**config.mk**
```make
export PLATFORM = sky130hd
export DESIGN_NAME = dot_product_sequencer
export DESIGN_NICKNAME = d
export VERILOG_FILES = /design/src/rtl/dot_product_pkg.sv /design/src/rtl/dot_product_mac.sv /design/src/rtl/dot_product_sequencer.sv
export SDC_FILE = /design/constraint.sdc
export NUM_CORES = 1
export LEC_CHECK = 0
export CAP_MARGIN = 30
export CORE_MARGIN = 1
export CORE_UTILIZATION = 60
export CTS_CLUSTER_DIAMETER = 50
export CTS_CLUSTER_SIZE = 8
export DETAILED_ROUTE_END_ITERATION = 7
export PLACE_DENSITY = 0.87
export SYNTH_ARGS = -nofsm -noshare
export SYNTH_HDL_FRONTEND = slang
export SYNTH_SLANG_ARGS = --single-unit
```
**constraint.sdc**
```tcl
create_clock -name clk -period 11.5 [get_ports clk]
set_input_delay 2.3 -clock clk [delete_from_list [all_inputs] [get_ports clk]]
set_output_delay 2.3 -clock clk [all_outputs]
set_load 0.1 [all_outputs]
```
**src/rtl/dot_product_pkg.sv**
```systemverilog
// dot_product_pkg
//   Types and constants shared by the dot-product sequencer and its MAC.
//   - state_e          : sequencer FSM states
//   - DEF_*            : default parameter values
//   - result_width()   : accumulator width for a given element width / length
package dot_product_pkg;

  localparam int DEF_DATA_WIDTH      = 8;
  localparam int DEF_VECTOR_WIDTH    = 4;
  localparam int DEF_ADDR_WIDTH      = 5;
  localparam int DEF_MEM3_ADDR_WIDTH = 4;

  typedef enum logic [1:0] {
    ST_IDLE  = 2'd0,
    ST_READ  = 2'd1,
    ST_DRAIN = 2'd2,
    ST_WRITE = 2'd3
  } state_e;

  // Wide enough that VECTOR_WIDTH full-scale products can never overflow.
  function automatic int result_width(input int data_w, input int vec_w);
    return 2 * data_w + $clog2(vec_w);
  endfunction

endpackage

```
**src/rtl/dot_product_mac.sv**
```systemverilog
// dot_product_mac
//   Multiply-accumulate datapath for one dot-product job.
//   Ports:
//     clk, rst_n  : clock, async active-low reset
//     clear_i     : zero the accumulator (job start)
//     rd_en_i     : operand read strobe; data arrives one cycle later
//     a_i, b_i    : operand pair, valid the cycle after rd_en_i
//     acc_o       : running unsigned sum
module dot_product_mac #(
  parameter int DATA_WIDTH   = 8,
  parameter int RESULT_WIDTH = 18
) (
  input  logic                    clk,
  input  logic                    rst_n,
  input  logic                    clear_i,
  input  logic                    rd_en_i,
  input  logic [DATA_WIDTH-1:0]   a_i,
  input  logic [DATA_WIDTH-1:0]   b_i,
  output logic [RESULT_WIDTH-1:0] acc_o
);

  logic                    valid_q;
  logic [RESULT_WIDTH-1:0] acc_q;
  logic [2*DATA_WIDTH-1:0] prod;

  // Zero-extend operands so the product is computed at full width.
  assign prod = {{DATA_WIDTH{1'b0}}, a_i} * {{DATA_WIDTH{1'b0}}, b_i};

  always_ff @(posedge clk or negedge rst_n) begin
    if (!rst_n) begin
      valid_q <= 1'b0;
      acc_q   <= '0;
    end else begin
      valid_q <= rd_en_i;
      if (clear_i) begin
        acc_q <= '0;
      end else if (valid_q) begin
        acc_q <= acc_q + RESULT_WIDTH'(prod);
      end
    end
  end

  assign acc_o = acc_q;

endmodule

```
**src/rtl/dot_product_sequencer.sv**
```systemverilog
// dot_product_sequencer
//   Runs one dot-product job: VECTOR_WIDTH operand reads from base_addr,
//   multiply-accumulate, then writes the low DATA_WIDTH bits of the sum to
//   an auto-incrementing result slot. Shares the result-memory port with
//   host readback (internal write always wins).
//   Ports:
//     start/base_addr         : job request (accepted only when idle)
//     clear_ptr               : zero the result slot pointer
//     op_rd_en/op_rd_addr     : operand memory read; op_*_data one cycle later
//     res_en/res_we/res_addr/res_wdata : result memory port
//     host_rd_req/addr/grant  : host readback arbitration
//     busy, done              : status; done pulses the cycle after the write
//     result_full/trunc       : last complete sum and its overflow-of-byte flag
//     slot_ptr                : next result write address
//     state_dbg_o             : current FSM state for observation
//
// Handshake: host_rd_req is a level held by the host until host_rd_grant is
// seen high in the same cycle; a grant means the read access is on the port
// in that cycle. start is a single-cycle pulse with no back-pressure: if the
// block is busy it is simply dropped.
module dot_product_sequencer
  import dot_product_pkg::*;
#(
  parameter int DATA_WIDTH      = DEF_DATA_WIDTH,
  parameter int VECTOR_WIDTH    = DEF_VECTOR_WIDTH,
  parameter int ADDR_WIDTH      = DEF_ADDR_WIDTH,
  parameter int RESULT_WIDTH    = result_width(DATA_WIDTH, VECTOR_WIDTH),
  parameter int MEM3_ADDR_WIDTH = DEF_MEM3_ADDR_WIDTH
) (
  input  logic                       clk,
  input  logic                       rst_n,
  input  logic                       start,
  input  logic [ADDR_WIDTH-1:0]      base_addr,
  input  logic                       clear_ptr,
  output logic                       op_rd_en,
  output logic [ADDR_WIDTH-1:0]      op_rd_addr,
  input  logic [DATA_WIDTH-1:0]      op_a_data,
  input  logic [DATA_WIDTH-1:0]      op_b_data,
  output logic                       res_en,
  output logic                       res_we,
  output logic [MEM3_ADDR_WIDTH-1:0] res_addr,
  output logic [DATA_WIDTH-1:0]      res_wdata,
  input  logic                       host_rd_req,
  input  logic [MEM3_ADDR_WIDTH-1:0] host_rd_addr,
  output logic                       host_rd_grant,
  output logic                       busy,
  output logic                       done,
  output logic [RESULT_WIDTH-1:0]    result_full,
  output logic                       result_trunc,
  output logic [MEM3_ADDR_WIDTH-1:0] slot_ptr,
  output logic [1:0]                 state_dbg_o
);

  localparam int IDX_W = $clog2(VECTOR_WIDTH);
  localparam logic [IDX_W-1:0] IDX_LAST = IDX_W'(VECTOR_WIDTH - 1);

  state_e                     state_q, state_d;
  logic [ADDR_WIDTH-1:0]      base_q, base_d;
  logic [IDX_W-1:0]           idx_q, idx_d;
  logic [MEM3_ADDR_WIDTH-1:0] slot_q, slot_d;
  logic [RESULT_WIDTH-1:0]    full_q, full_d;
  logic                       trunc_q, trunc_d;
  logic                       done_q, done_d;

  logic                       acc_clear;
  logic                       wr_now;
  logic [RESULT_WIDTH-1:0]    acc;

  dot_product_mac #(
    .DATA_WIDTH  (DATA_WIDTH),
    .RESULT_WIDTH(RESULT_WIDTH)
  ) u_mac (
    .clk    (clk),
    .rst_n  (rst_n),
    .clear_i(acc_clear),
    .rd_en_i(op_rd_en),
    .a_i    (op_a_data),
    .b_i    (op_b_data),
    .acc_o  (acc)
  );

  always_ff @(posedge clk or negedge rst_n) begin
    if (!rst_n) begin
      state_q <= ST_IDLE;
      base_q  <= '0;
      idx_q   <= '0;
      slot_q  <= '0;
      full_q  <= '0;
      trunc_q <= 1'b0;
      done_q  <= 1'b0;
    end else begin
      state_q <= state_d;
      base_q  <= base_d;
      idx_q   <= idx_d;
      slot_q  <= slot_d;
      full_q  <= full_d;
      trunc_q <= trunc_d;
      done_q  <= done_d;
    end
  end

  always_comb begin
    state_d    = state_q;
    base_d     = base_q;
    idx_d      = idx_q;
    slot_d     = slot_q;
    full_d     = full_q;
    trunc_d    = trunc_q;
    done_d     = 1'b0;
    acc_clear  = 1'b0;
    op_rd_en   = 1'b0;
    op_rd_addr = '0;
    wr_now     = 1'b0;

    unique case (state_q)
      ST_IDLE: begin
        if (start) begin
          base_d    = base_addr;
          idx_d     = '0;
          acc_clear = 1'b1;
          state_d   = ST_READ;
        end
      end
      ST_READ: begin
        op_rd_en   = 1'b1;
        // Address wraps naturally at 2^ADDR_WIDTH.
        op_rd_addr = base_q + ADDR_WIDTH'(idx_q);
        idx_d      = idx_q + IDX_W'(1);
        if (idx_q == IDX_LAST) state_d = ST_DRAIN;
      end
      ST_DRAIN: begin
        // Last operand pair is accumulated during this cycle.
        state_d = ST_WRITE;
      end
      ST_WRITE: begin
        wr_now  = 1'b1;
        full_d  = acc;
        trunc_d = |acc[RESULT_WIDTH-1:DATA_WIDTH];
        slot_d  = slot_q + MEM3_ADDR_WIDTH'(1);
        done_d  = 1'b1;
        state_d = ST_IDLE;
      end
      default: state_d = ST_IDLE;
    endcase

    // Clear overrides the post-write increment; the write itself already
    // used the old pointer.
    if (clear_ptr) slot_d = '0;
  end

  // Result port: internal write has fixed priority over host readback.
  assign host_rd_grant = host_rd_req && (state_q != ST_WRITE);
  assign res_en        = wr_now || host_rd_grant;
  assign res_we        = wr_now;
  assign res_addr      = wr_now        ? slot_q :
                         host_rd_grant ? host_rd_addr : '0;
  assign res_wdata     = acc[DATA_WIDTH-1:0];

  assign busy         = (state_q != ST_IDLE);
  assign done         = done_q;
  assign result_full  = full_q;
  assign result_trunc = trunc_q;
  assign slot_ptr     = slot_q;
  assign state_dbg_o  = state_q;

endmodule

```
### Yosys cells after proc, flatten, opt, wreduce, memory -nomap -nowiden

Cells that the tools add are included.

| cells by class | value |
|---|---|
| $add $sub $neg | 4 |
| multiply operators | 1 |
| equality and inequality tests | 7 |
| mux-type cells | 16 |
| reduce and logical (&&, ||, !) cells | 11 |

Operators by type and width:

| kind | number |
|---|---|
| $mux W18 | 2 |
| $add A18 B16 Y18 | 1 |
| $mul A8 B8 Y16 | 1 |
| $mux W4 | 4 |
| $reduce_or A10 Y1 | 1 |
| $pmux W2 S4 | 1 |
| $reduce_bool A2 Y1 | 4 |
| $eq A2 B2 Y1 const B | 3 |
| $mux W2 | 3 |
| $ne A2 B2 Y1 const B | 3 |
| $reduce_and A2 Y1 | 3 |
| $add A5 B2 Y5 | 1 |
| $mux W5 | 1 |
| $add A4 B1 Y4 const B | 1 |
| $mux W1 | 4 |
| $pmux W2 S2 | 1 |
| $add A2 B1 Y2 const B | 1 |
| $eq A2 B1 Y1 const B | 1 |
| $logic_not A2 Y1 | 1 |
| $logic_and A1 B1 Y1 | 1 |
| $logic_or A1 B1 Y1 | 1 |

| storage, ports and cells | value |
|---|---|
| bits in registers | 52 |
| input port bits | 30 |
| output and inout port bits | 48 |

### Depth between registers and ports, before layout

| logic depth | value |
|---|---|
| depth in word-level cells | 4 |
| depth in mapped cells | 18 |
| mapped depth without buffers | 17 |

### Cells and area by module

From an unflattened synthesis, not the netlist that was laid out.

| unflattened totals | value |
|---|---|
| cells, all modules | 514 |
| area, all modules | 5034.8 µm² |

Modules (own cells, without submodules):

| module | times used | cells an instance | area each (µm²) | seq. area each (µm²) |
|---|---|---|---|---|
| dot_product_mac | 1 | 392 | 3477.1 | 475.5 |
| dot_product_sequencer | 1 | 122 | 1557.7 | 825.8 |

### Least setup slack after synthesis

OpenSTA, ideal clock, no wires.

| timing path | value |
|---|---|
| path kind | input -> output |
| start point | input port host_rd_req |
| end point | output port res_addr[0] |
| data arrival time | 4707 ps |
| path slack | 4493 ps |
| stages on the path | 2 |
| buffers on the path | 0 |
| cells stage by stage | nor2b_1 > a22o_1 |

| on the way | value |
|---|---|
| cells in the longest elaborated chain, start to end | 3 |

Ends and longest elaborated chain:

| item | RTL line | source |
|---|---|---|
| start, declared | dot_product_sequencer.sv:43 | `input logic host_rd_req,` |
| $logic_and A1 B1 Y1 | dot_product_sequencer.sv:152 | `assign host_rd_grant = host_rd_req && (state_q != ST_WRITE);` |
| $mux W4 | dot_product_sequencer.sv:156 | `host_rd_grant ? host_rd_addr : '0;` |
| $mux W4 | dot_product_sequencer.sv:155 | `assign res_addr = wr_now ? slot_q :` |
| end, declared | dot_product_sequencer.sv:41 | `output logic [MEM3_ADDR_WIDTH-1:0] res_addr,` |

No other way between the ends.

### Worst setup path in the final report

| timing path | value |
|---|---|
| start point | input port host_rd_req |
| end point | output port res_addr[1] |

Same word-level chain as after synthesis.

==> flow_metrics.tcl <==
set metrics [dict create \
    vias 3932 \
    synth_top_family_by_area "adder cells" \
    criticalPathCategory "primary input to output port" \
    cts_resized 0 \
    grt_pass1_wl_um 18200 \
    syn_nets 671 \
    synth_area_per_cell_um2 9.45 \
    ios 78 \
    cp_slowest_cell "clkdlybuf4s50_1" \
    critPathBufInv 2 \
    cp.required_ns 9.20 \
    timing.rr.start "u_mac.acc_o[6]$_DFFE_PN0P_" \
    muxShareOfSynthArea_pct 5.92 \
    min_to "base_q[0]$_DFFE_PN0P_" \
    slew_headroom_pct 33.0 \
    path_max_fanout 5 \
    min_path_type "register to register" \
    finalCritPeriodShare_pct 58.9 \
    max_freq_mhz 148 \
    synth_ff_type "dfrtp_1" \
    clock-sinks 52 \
    grt_usage_pct 26.3 \
    multi_input_area_um2 3310 \
    drc 0 \
    rr_endpoint "u_mac.acc_o[14]$_DFFE_PN0P_" \
    yosysSeqAreaShare_pct 25.4 \
    fin_setup_tns_ns 0 \
    die-area_um2 8900 \
    initial_core_util_pct 62.2 \
    finalWeightedCongestion 1.01 \
    synth_cells 541 \
    cts_buffers 5 \
    worst_pin_slew_ns 1.00 \
    syn-cell-area_um2 5110 \
    arrival_ns 4.47 \
    async_reset_ff_share_pct 100 \
    worstSkewPairLatency_ns 0.30 \
    routed_wl_um 11000 \
    maxCapViolCount 0 \
    seq_area_um2 1300 \
    cts_root_buf "clkbuf_8" \
    crit_chain "clkdlybuf4s50_1 -> nor2b_1 -> a22o_1 -> clkdlybuf4s50_1" \
    fin_hold_ws_ns 0.498 \
    clk_pin_slew_ns 0.09 \
    grt-ovfl-total 0 \
    ant_nets 0 \
    synth_seq_cells 52 \
    crit_top_cell "clkdlybuf4s50_1" \
    antenna_found_initial 0 \
    critPathMaxStageDelay_ns 1.13 \
    nFillCells 616 \
    drt_iter0_markers 178 \
    synth_xor_area_share_pct 2.06 \
    avgRoutedWirePerCell_um 15.5 \
    setup_viol 0 \
    final_nets 736 \
    rsz0062_at_grt "false" \
    clock_skew_ns 0.00462 \
    fp.dieW_um 94.3 \
    holdPathStages 2 \
    drtPass1Iterations 4 \
    synthSimpleGateAreaFrac_pct 15.7 \
    grt_max_degree 53 \
    drv_slew 0 \
    cts_tree "built" \
    fp.coreArea_um2 8220 \
    dpl.hpwl_um 8800 \
    post_cts_buffers 0 \
    fp-row-count 33 \
    port_buffers 77 \
    grt_pass1_vias 4078 \
    yosys_warnings 0 \
    synth_edf_count 0 \
    synth_compound_area_share_pct 9.05 \
    area_delta_synth_final_pct 17.4 \
    n_antenna_cell 0 \
    htree_levels 2 \
    finalCriticalPeriod_ns 6.77 \
    hp-start "base_q[0]$_DFFE_PN0P_" \
    reg2reg_slack_ns 7.34 \
    holdBufCountCts 0 \
    reg2regPathDepth 15 \
    status "complete, no violations" \
    synthAdderAreaFrac_pct 32.0 \
    yosys.cell_types.count 55 \
    drive_gt1_share_pct 7.25 \
    die_h_um 94.3 \
    crit_path_end_kind "output port" \
    clockBufferDepth 2 \
    critPathLaunchType "primary input" \
    avgViaCountPerCell 5.52 \
    cp_top_family "buffers and inverters" \
    finalHoldViolations 0 \
]
## how the worst max path moves through the flow
stage                  from                     endpoint  slack (ns)  depth (start not counted)
3_5_place_dp   op_a_data[0]  u_mac.acc_o[13]$_DFFE_PN0P_        4.62                         16
2_1_floorplan   host_rd_req                  res_addr[0]        4.49                          2
6_report        host_rd_req                  res_addr[1]        4.73                          4
5_1_grt         host_rd_req                  res_addr[1]        4.69                          4
3_3_place_gp   op_a_data[0]  u_mac.acc_o[13]$_DFFE_PN0P_        4.74                         16
4_1_cts         host_rd_req                  res_addr[1]        4.73                          4
## routing by layer
layer  part of all wire (%)  track usage, %  vias to the layer above
li1                       -               -                     1842
met1                     40            31.1                     1974
met2                     54            49.6                       96
met3                    4.0            3.80                       20
met4                    1.8            6.79                        0
met5                      0               0                        -
## stage by stage
| step | setup slack [ns] | util, % | cell area [um^2] | cells |
|---|---|---|---|---|
| 2_1_floorplan | 4.49 | - | 5110 | 541 |
| 3_3_place_gp | 4.74 | 71.9 | 5910 | 704 |
| 5_1_grt | 4.69 | 73.0 | 6000 | 712 |
| 3_5_place_dp | 4.62 | 71.9 | 5910 | 704 |
| 6_report | 4.73 | 73.0 | 6000 | 712 |
| 4_1_cts | 4.73 | 73.0 | 6000 | 712 |
## registers in the layout (all words and copies together), names as in the netlist, 2 cells and up
| name | cells |
|---|---|
| result_full | 18 |
| u_mac.acc_o | 18 |
| base_q | 5 |
| state_dbg_o | 2 |
| slot_ptr | 4 |
| idx_q | 2 |
## layout by cell type, fill, tap and decap left out, drive strengths merged, types with 4 or more instances in the layout
cell type and n:
nand3 14, xor2 4, o21ai 16, mux2i 10
nand2 55, ha 49, a22o 4, xnor2 8
dfrtp 52, clkdlybuf4s50 76, a21oi 13, inv 103
a21o 8, nor4 4, nor2 29, nor3 8
fa 51, mux2 18, and2 41, clkbuf 7
## cell usage after synthesis, types with 2 or more instances
master     number  share of area, %
inv_1         103               7.6
buf_1           3              0.22
o21ai_0        10              0.98
buf_4           8               1.2
mux2_2         18               4.0
xor2_1          4              0.69
and3_1          2              0.24
a22o_1          4              0.69
and2_1         41               5.0
o21a_1          2              0.29
xnor2_1         8               1.4
fa_1           51                20
mux2i_1        10               2.0
a21oi_1         9              0.88
o21ai_2         2              0.34
nor3_1          8              0.78
nor3b_2         2              0.49
nor2_1         29               2.1
nand2_1        54               4.0
clkbuf_1        8              0.59
a21o_1          7               1.0
nor4_1          4              0.49
o21ai_1         4              0.39
a21oi_2         4              0.69
a2bb2oi_1       2              0.34
ha_1           49                12
o211a_1         2              0.39
a211oi_1        2              0.29
nand3_1        14               1.4
dfrtp_1        52                25
## cells by family (layout without fill, tap and decap cells)
kind of cell | Yosys count | in the layout
compound gates | 62 | 62
xor+xnor | 12 | 12
fa+ha+maj | 100 | 100
buf+inv | 124 | 190
flops | 52 | 52
mux | 28 | 28
simple gates | 163 | 163
## worst reg2reg max path, stage by stage, from the launching register on
cell     delay [ns]
dfrtp_1        0.43
inv_1          0.10
fa_1           0.53
inv_1          0.05
fa_1           0.50
inv_1          0.05
fa_1           0.47
fa_1           0.55
inv_1          0.05
ha_1           0.33
o21ai_1        0.13
o21ai_2        0.25
a31oi_4        0.14
a21oi_2        0.18
xnor2_1        0.15
a21oi_1        0.10
## cell type report
type / count / area share (%)
sequential: 52 / 21.7
tap: 105 / 2.19
clock inverter: 1 / 0.125
multi-input combinational: 365 / 55.1
clock buffer: 7 / 1.44
inverter: 103 / 6.44
timing repair buffer: 79 / 13.0
Power is not shown: default switching activity piles up to over one toggle a cycle in this logic, so the estimate is an artifact.
